$ cat config.mk
export PLATFORM = sky130hd
export DESIGN_NAME = lmem_ctrl
export DESIGN_NICKNAME = d
export VERILOG_FILES = /design/src/rtl/lmem_ctrl.sv
export SDC_FILE = /design/constraint.sdc
export NUM_CORES = 1
export LEC_CHECK = 0
export CAP_MARGIN = 15
export CORE_UTILIZATION = 45
export CTS_CLUSTER_SIZE = 28
export DETAILED_ROUTE_END_ITERATION = 10
export DONT_BUFFER_PORTS = 1
export SYNTH_ARGS = -nofsm -noshare
export SYNTH_HDL_FRONTEND = slang
export SYNTH_SLANG_ARGS = --single-unit
$ cat constraint.sdc
create_clock -name clk -period 4.4 [get_ports clk]
set_input_delay 0.22 -clock clk [delete_from_list [all_inputs] [get_ports clk]]
set_output_delay 0.22 -clock clk [all_outputs]
set_load 0.01 [all_outputs]
$ cat src/rtl/lmem_ctrl.sv
// Load-side data memory controller: issues word reads, stalls MEM, extracts/extends byte or halfword.
// Optional misaligned-load exception path is enabled by defining LOAD_ADDR_EXC_EN.

`ifndef LB_CONTROL
`define LB_CONTROL  6'h20
`endif
`ifndef LH_CONTROL
`define LH_CONTROL  6'h21
`endif
`ifndef LW_CONTROL
`define LW_CONTROL  6'h23
`endif
`ifndef LBU_CONTROL
`define LBU_CONTROL 6'h24
`endif
`ifndef LHU_CONTROL
`define LHU_CONTROL 6'h25
`endif

module lmem_ctrl (
    input  logic        clk,
    input  logic        resetn,
    input  logic        ld_valid,
    input  logic [5:0]  ld_op,
    input  logic [31:0] ld_addr,
    input  logic        flush,
    output logic        data_sram_req,
    output logic [31:0] data_sram_addr,
    input  logic        data_sram_addr_ok,
    input  logic        data_sram_data_ok,
    input  logic [31:0] data_sram_rdata,
    output logic        stall,
    output logic [31:0] result,
    output logic        result_valid,
    output logic        laddrerr,
    output logic [31:0] badvaddr
);

    localparam logic [2:0] IDLE   = 3'd0;
    localparam logic [2:0] REQ    = 3'd1;
    localparam logic [2:0] WAIT   = 3'd2;
    localparam logic [2:0] DONE   = 3'd3;
    localparam logic [2:0] CANCEL = 3'd4;
`ifdef LOAD_ADDR_EXC_EN
    localparam logic [2:0] ERR    = 3'd5;
`endif

    logic [2:0]  state;
    logic [2:0]  nextState;
    logic [5:0]  opReg;
    logic [31:0] addrReg;
    logic        legalOp;
    logic        misaligned;
    logic        startLoad;
    logic [7:0]  byteLane;
    logic [15:0] halfLane;
    logic [31:0] extracted;

    always_comb begin
        legalOp = 1'b0;
        case (ld_op)
            `LB_CONTROL, `LBU_CONTROL, `LH_CONTROL, `LHU_CONTROL, `LW_CONTROL: legalOp = 1'b1;
            default: legalOp = 1'b0;
        endcase
    end

`ifdef LOAD_ADDR_EXC_EN
    always_comb begin
        misaligned = 1'b0;
        case (ld_op)
            `LH_CONTROL, `LHU_CONTROL: misaligned = ld_addr[0];
            `LW_CONTROL:               misaligned = |ld_addr[1:0];
            default:                   misaligned = 1'b0;
        endcase
    end
`else
    assign misaligned = 1'b0;
`endif

    assign startLoad = (state == IDLE) && ld_valid && legalOp;

    always_comb begin
        nextState = state;
        case (state)
            IDLE: begin
                if (startLoad) begin
`ifdef LOAD_ADDR_EXC_EN
                    nextState = misaligned ? ERR : REQ;
`else
                    nextState = REQ;
`endif
                end
            end
            // A flush racing addr_ok still owes us a data beat, so it must be drained.
            REQ: begin
                if (flush)
                    nextState = data_sram_addr_ok ? CANCEL : IDLE;
                else if (data_sram_addr_ok)
                    nextState = WAIT;
            end
            WAIT: begin
                if (data_sram_data_ok)
                    nextState = flush ? IDLE : DONE;
                else if (flush)
                    nextState = CANCEL;
            end
            CANCEL: begin
                if (data_sram_data_ok)
                    nextState = IDLE;
            end
            DONE:    nextState = IDLE;
`ifdef LOAD_ADDR_EXC_EN
            ERR:     nextState = IDLE;
`endif
            default: nextState = IDLE;
        endcase
    end

    // Big-endian lane order: offset 0 is the most significant byte.
    always_comb begin
        byteLane = data_sram_rdata[31:24];
        case (addrReg[1:0])
            2'b00: byteLane = data_sram_rdata[31:24];
            2'b01: byteLane = data_sram_rdata[23:16];
            2'b10: byteLane = data_sram_rdata[15:8];
            2'b11: byteLane = data_sram_rdata[7:0];
            default: byteLane = data_sram_rdata[31:24];
        endcase
        halfLane = addrReg[1] ? data_sram_rdata[15:0] : data_sram_rdata[31:16];
    end

    always_comb begin
        extracted = data_sram_rdata;
        case (opReg)
            `LB_CONTROL:  extracted = {{24{byteLane[7]}}, byteLane};
            `LBU_CONTROL: extracted = {24'b0, byteLane};
            `LH_CONTROL:  extracted = {{16{halfLane[15]}}, halfLane};
            `LHU_CONTROL: extracted = {16'b0, halfLane};
            default:      extracted = data_sram_rdata;
        endcase
    end

    always_ff @(posedge clk or negedge resetn) begin
        if (!resetn) begin
            state   <= IDLE;
            opReg   <= 6'b0;
            addrReg <= 32'b0;
            result  <= 32'b0;
        end else begin
            state <= nextState;
            if (startLoad) begin
                opReg   <= ld_op;
                addrReg <= ld_addr;
            end
            if ((state == WAIT) && data_sram_data_ok && !flush)
                result <= extracted;
        end
    end

    assign data_sram_req  = (state == REQ);
    assign data_sram_addr = {addrReg[31:2], 2'b00};
    assign result_valid   = (state == DONE);
    assign stall          = (startLoad && !misaligned) || (state == REQ) ||
                            (state == WAIT) || (state == CANCEL);

`ifdef LOAD_ADDR_EXC_EN
    assign laddrerr = (state == ERR);
    assign badvaddr = (state == ERR) ? addrReg : 32'b0;
`else
    assign laddrerr = 1'b0;
    assign badvaddr = 32'b0;
`endif

endmodule
==> metrics.csv <==
metric,value,unit
status,"complete, no violations",
drt_wl_total,8690,microns
required,4180,ps
synth_common_cells,"73 x dfrtp_1, 69 x buf_4, 48 x nand2_1",
max-slew-margin-rel,30.8,%
worstMarginPinSlew,1040,ps
antenna_left,0,
p_total,0.00220,W
drv_slew,0,
syn_to_final_growth,3.82,%
dp_hpwl,5790,microns
yosysMostFrequentCell,dfrtp_1,
layout-drive-gt1-share,20.0,%
finalNetCount,427,
fp.dieH,96.6,microns
regArea,1830,sq um
max_cap_viol_count,0,
ys_top_cells_by_area,"dfrtp_1 45%, buf_4 13%, mux2_2 8.7%, nand2_1 4.5%, mux4_2 3.9%",
power_density,527,nW/um^2
dr_total_vias,2514,
synth-async-reset-ratio,100,%
h-tree-depth,3,
cellLeakagePower,1.82,nW
dr.first_iter.drc_count,164,
cp-start-kind,register,
port-buffer-count,0,
synth_warnings,0,
dieArea,9330,sq um
avgSynthCellArea,10.9,sq um
drc,0,
yosys.area.top_type,dfrtp_1,
initial_core_util,46.4,%
numCtsBuffers,9,
hold_viol_final,0,
insertion_delay,340,ps
critical_path_class,reg -> out,
rows,34,
finClkSkew,8.87,ps
path_clk_slew,80,ps
tritoncts,built,
synth_top_flop_cell,dfrtp_1,
rsz0062_at_grt,no,
grt_max_degree,74,
drt_first_pass_iters,4,
grt_usage,18.2,%
synth-seq-cells,73,
design_area,4180,sq um
num_antenna_cells,0,
clock-root-buffer,clkbuf_8,
cts.path.max_buffers,2,
ys_types,42,
grt_pass1_wl,12500,microns
wl_per_cell,18.8,microns
grt_pass1_vias,2325,
worstHoldPathType,in -> reg,
place_congestion,0.799,
core,8680,sq um
syn_inst,369,
fillers,764,
cp.arrival,2210,ps
cts_setup_buffers,0,
end_kind,output pin,
yosysSeqAreaShare,45.4,%
netlist.area_leader.share,45.4,%
die_x,96.6,microns
period_share,55.2,%
clkSinkCount,73,
overflow,0,
setup_viol,0,
io_pins,176,
finalSetupTns,0,ps
path_max_fanout,40,
netlist_area,4030,sq um
max-vdd-ir-drop,244,uV
antenna_found_initial,0,
period_minus_slack,2430,ps
vias_per_cell,5.43,
postPlaceCellArea,3680,sq um
multi_input_area,1700,sq um
synth_edf_count,0,
fmax,412,MHz
[where the power goes]
part | switching (W) | total (W) | internal (W)
clock | 0.000250 | 0.000622 | 0.000372
sequential | 0.000252 | 0.00111 | 0.000854
combinational | 0.000245 | 0.000476 | 0.000231
[stage by stage]
stage                     hold WS, ps  util (%)  instances  worst slack (ps)
after detailed placement        -74.0      42.4        423              2120
after CTS                       0.288      46.8        451              1910
after global routing            0.514      48.2        463              1720
final                            23.2      48.2        463              1970
after global placement          -73.7      42.4        423              2190
after floorplan                 -75.6         -        403              2750
[repair_timing]
action,in CTS,in global routing
hold endpoints to repair,84,12
hold buffers,13,12
resized for setup,0,0
[final timing paths]
path / cells after the start / to / slack (ps) / startpoint
max reg2reg: 4 / result[13] / 2120 / state[1]
min in group asynchronous: 2 / result[9] / 440 / resetn
max in group asynchronous: 2 / result[14] / 3670 / resetn
min reg2reg: 1 / opReg[5] / 500 / opReg[5]
max: 3 / stall / 1970 / state[0]
min: 1 / addrReg[27] / 20 / ld_addr[27]
[worst max-delay path, cell delays in order, from the launching register on]
cell and delay [ps]:
dfrtp_1 470, nor4bb_1 280, and4b_2 850, nand2b_1 260
[state kept, by name, indices dropped and copies added (netlist names)]
| signal | cells |
|---|---|
| result | 32 |
| state | 3 |
| addrReg | 32 |
| opReg | 6 |
[cell families (layout without fill, tap and decap cells)]
group	after synthesis	count (layout)	share of synthesized area, %
and+or+nand+nor	92	92	11.1
AOI/OAI and AO/OA	66	66	13.1
buffers and inverters	91	43	15.7
DFF	73	73	45.4
muxes	45	45	14.4
other	1	35	0.0931
xor gates and xnor gates	1	1	0.218
[routing by layer]
layer,share of wire (%),global-route usage [%],routed length [microns],vias up
li1,-,-,-,1166
met1,41,24.4,3520,1216
met2,48,25.9,4200,125
met3,10,7.98,871,7
met4,1.1,6.99,97,0
met5,0,0,0,-
[cells in the final DEF (no fill, tap or decap), types with 2 or more instances in the layout]
| master | synthesis | final |
|---|---|---|
| o211ai_1 | 16 | 16 |
| and2_1 | 2 | 2 |
| mux4_2 | 7 | 7 |
| a31oi_1 | 9 | 9 |
| nand3b_1 | 2 | 2 |
| buf_4 | 69 | 2 |
| a221oi_2 | 6 | 6 |
| a21boi_0 | 2 | 2 |
| clkinv_2 | 0 | 2 |
| mux2_1 | 4 | 4 |
| a21oi_1 | 7 | 7 |
| nor2_1 | 19 | 19 |
| mux2i_1 | 3 | 3 |
| nand2b_1 | 4 | 4 |
| dlygate4sd3_1 | 0 | 24 |
| a32oi_1 | 13 | 13 |
| conb_1 | 1 | 35 |
| bufinv_16 | 0 | 3 |
| dfrtp_1 | 73 | 73 |
| mux2_2 | 31 | 31 |
| or2_2 | 2 | 2 |
| nor2b_1 | 5 | 5 |
| clkbuf_8 | 0 | 9 |
| nor3_1 | 2 | 2 |
| o21ai_0 | 7 | 7 |
| nand2_1 | 48 | 48 |
[layout make-up]
type | instances | area share, %
flip-flops and latches | 73 | 43.7
multi-input cells | 239 | 40.7
repair buffers | 27 | 6.76
well taps | 108 | 3.23
clock buffers | 9 | 2.96
clock inverters | 6 | 2.57
inverters | 1 | 0.0898
Note: power is estimated with default switching activity, not from simulation.
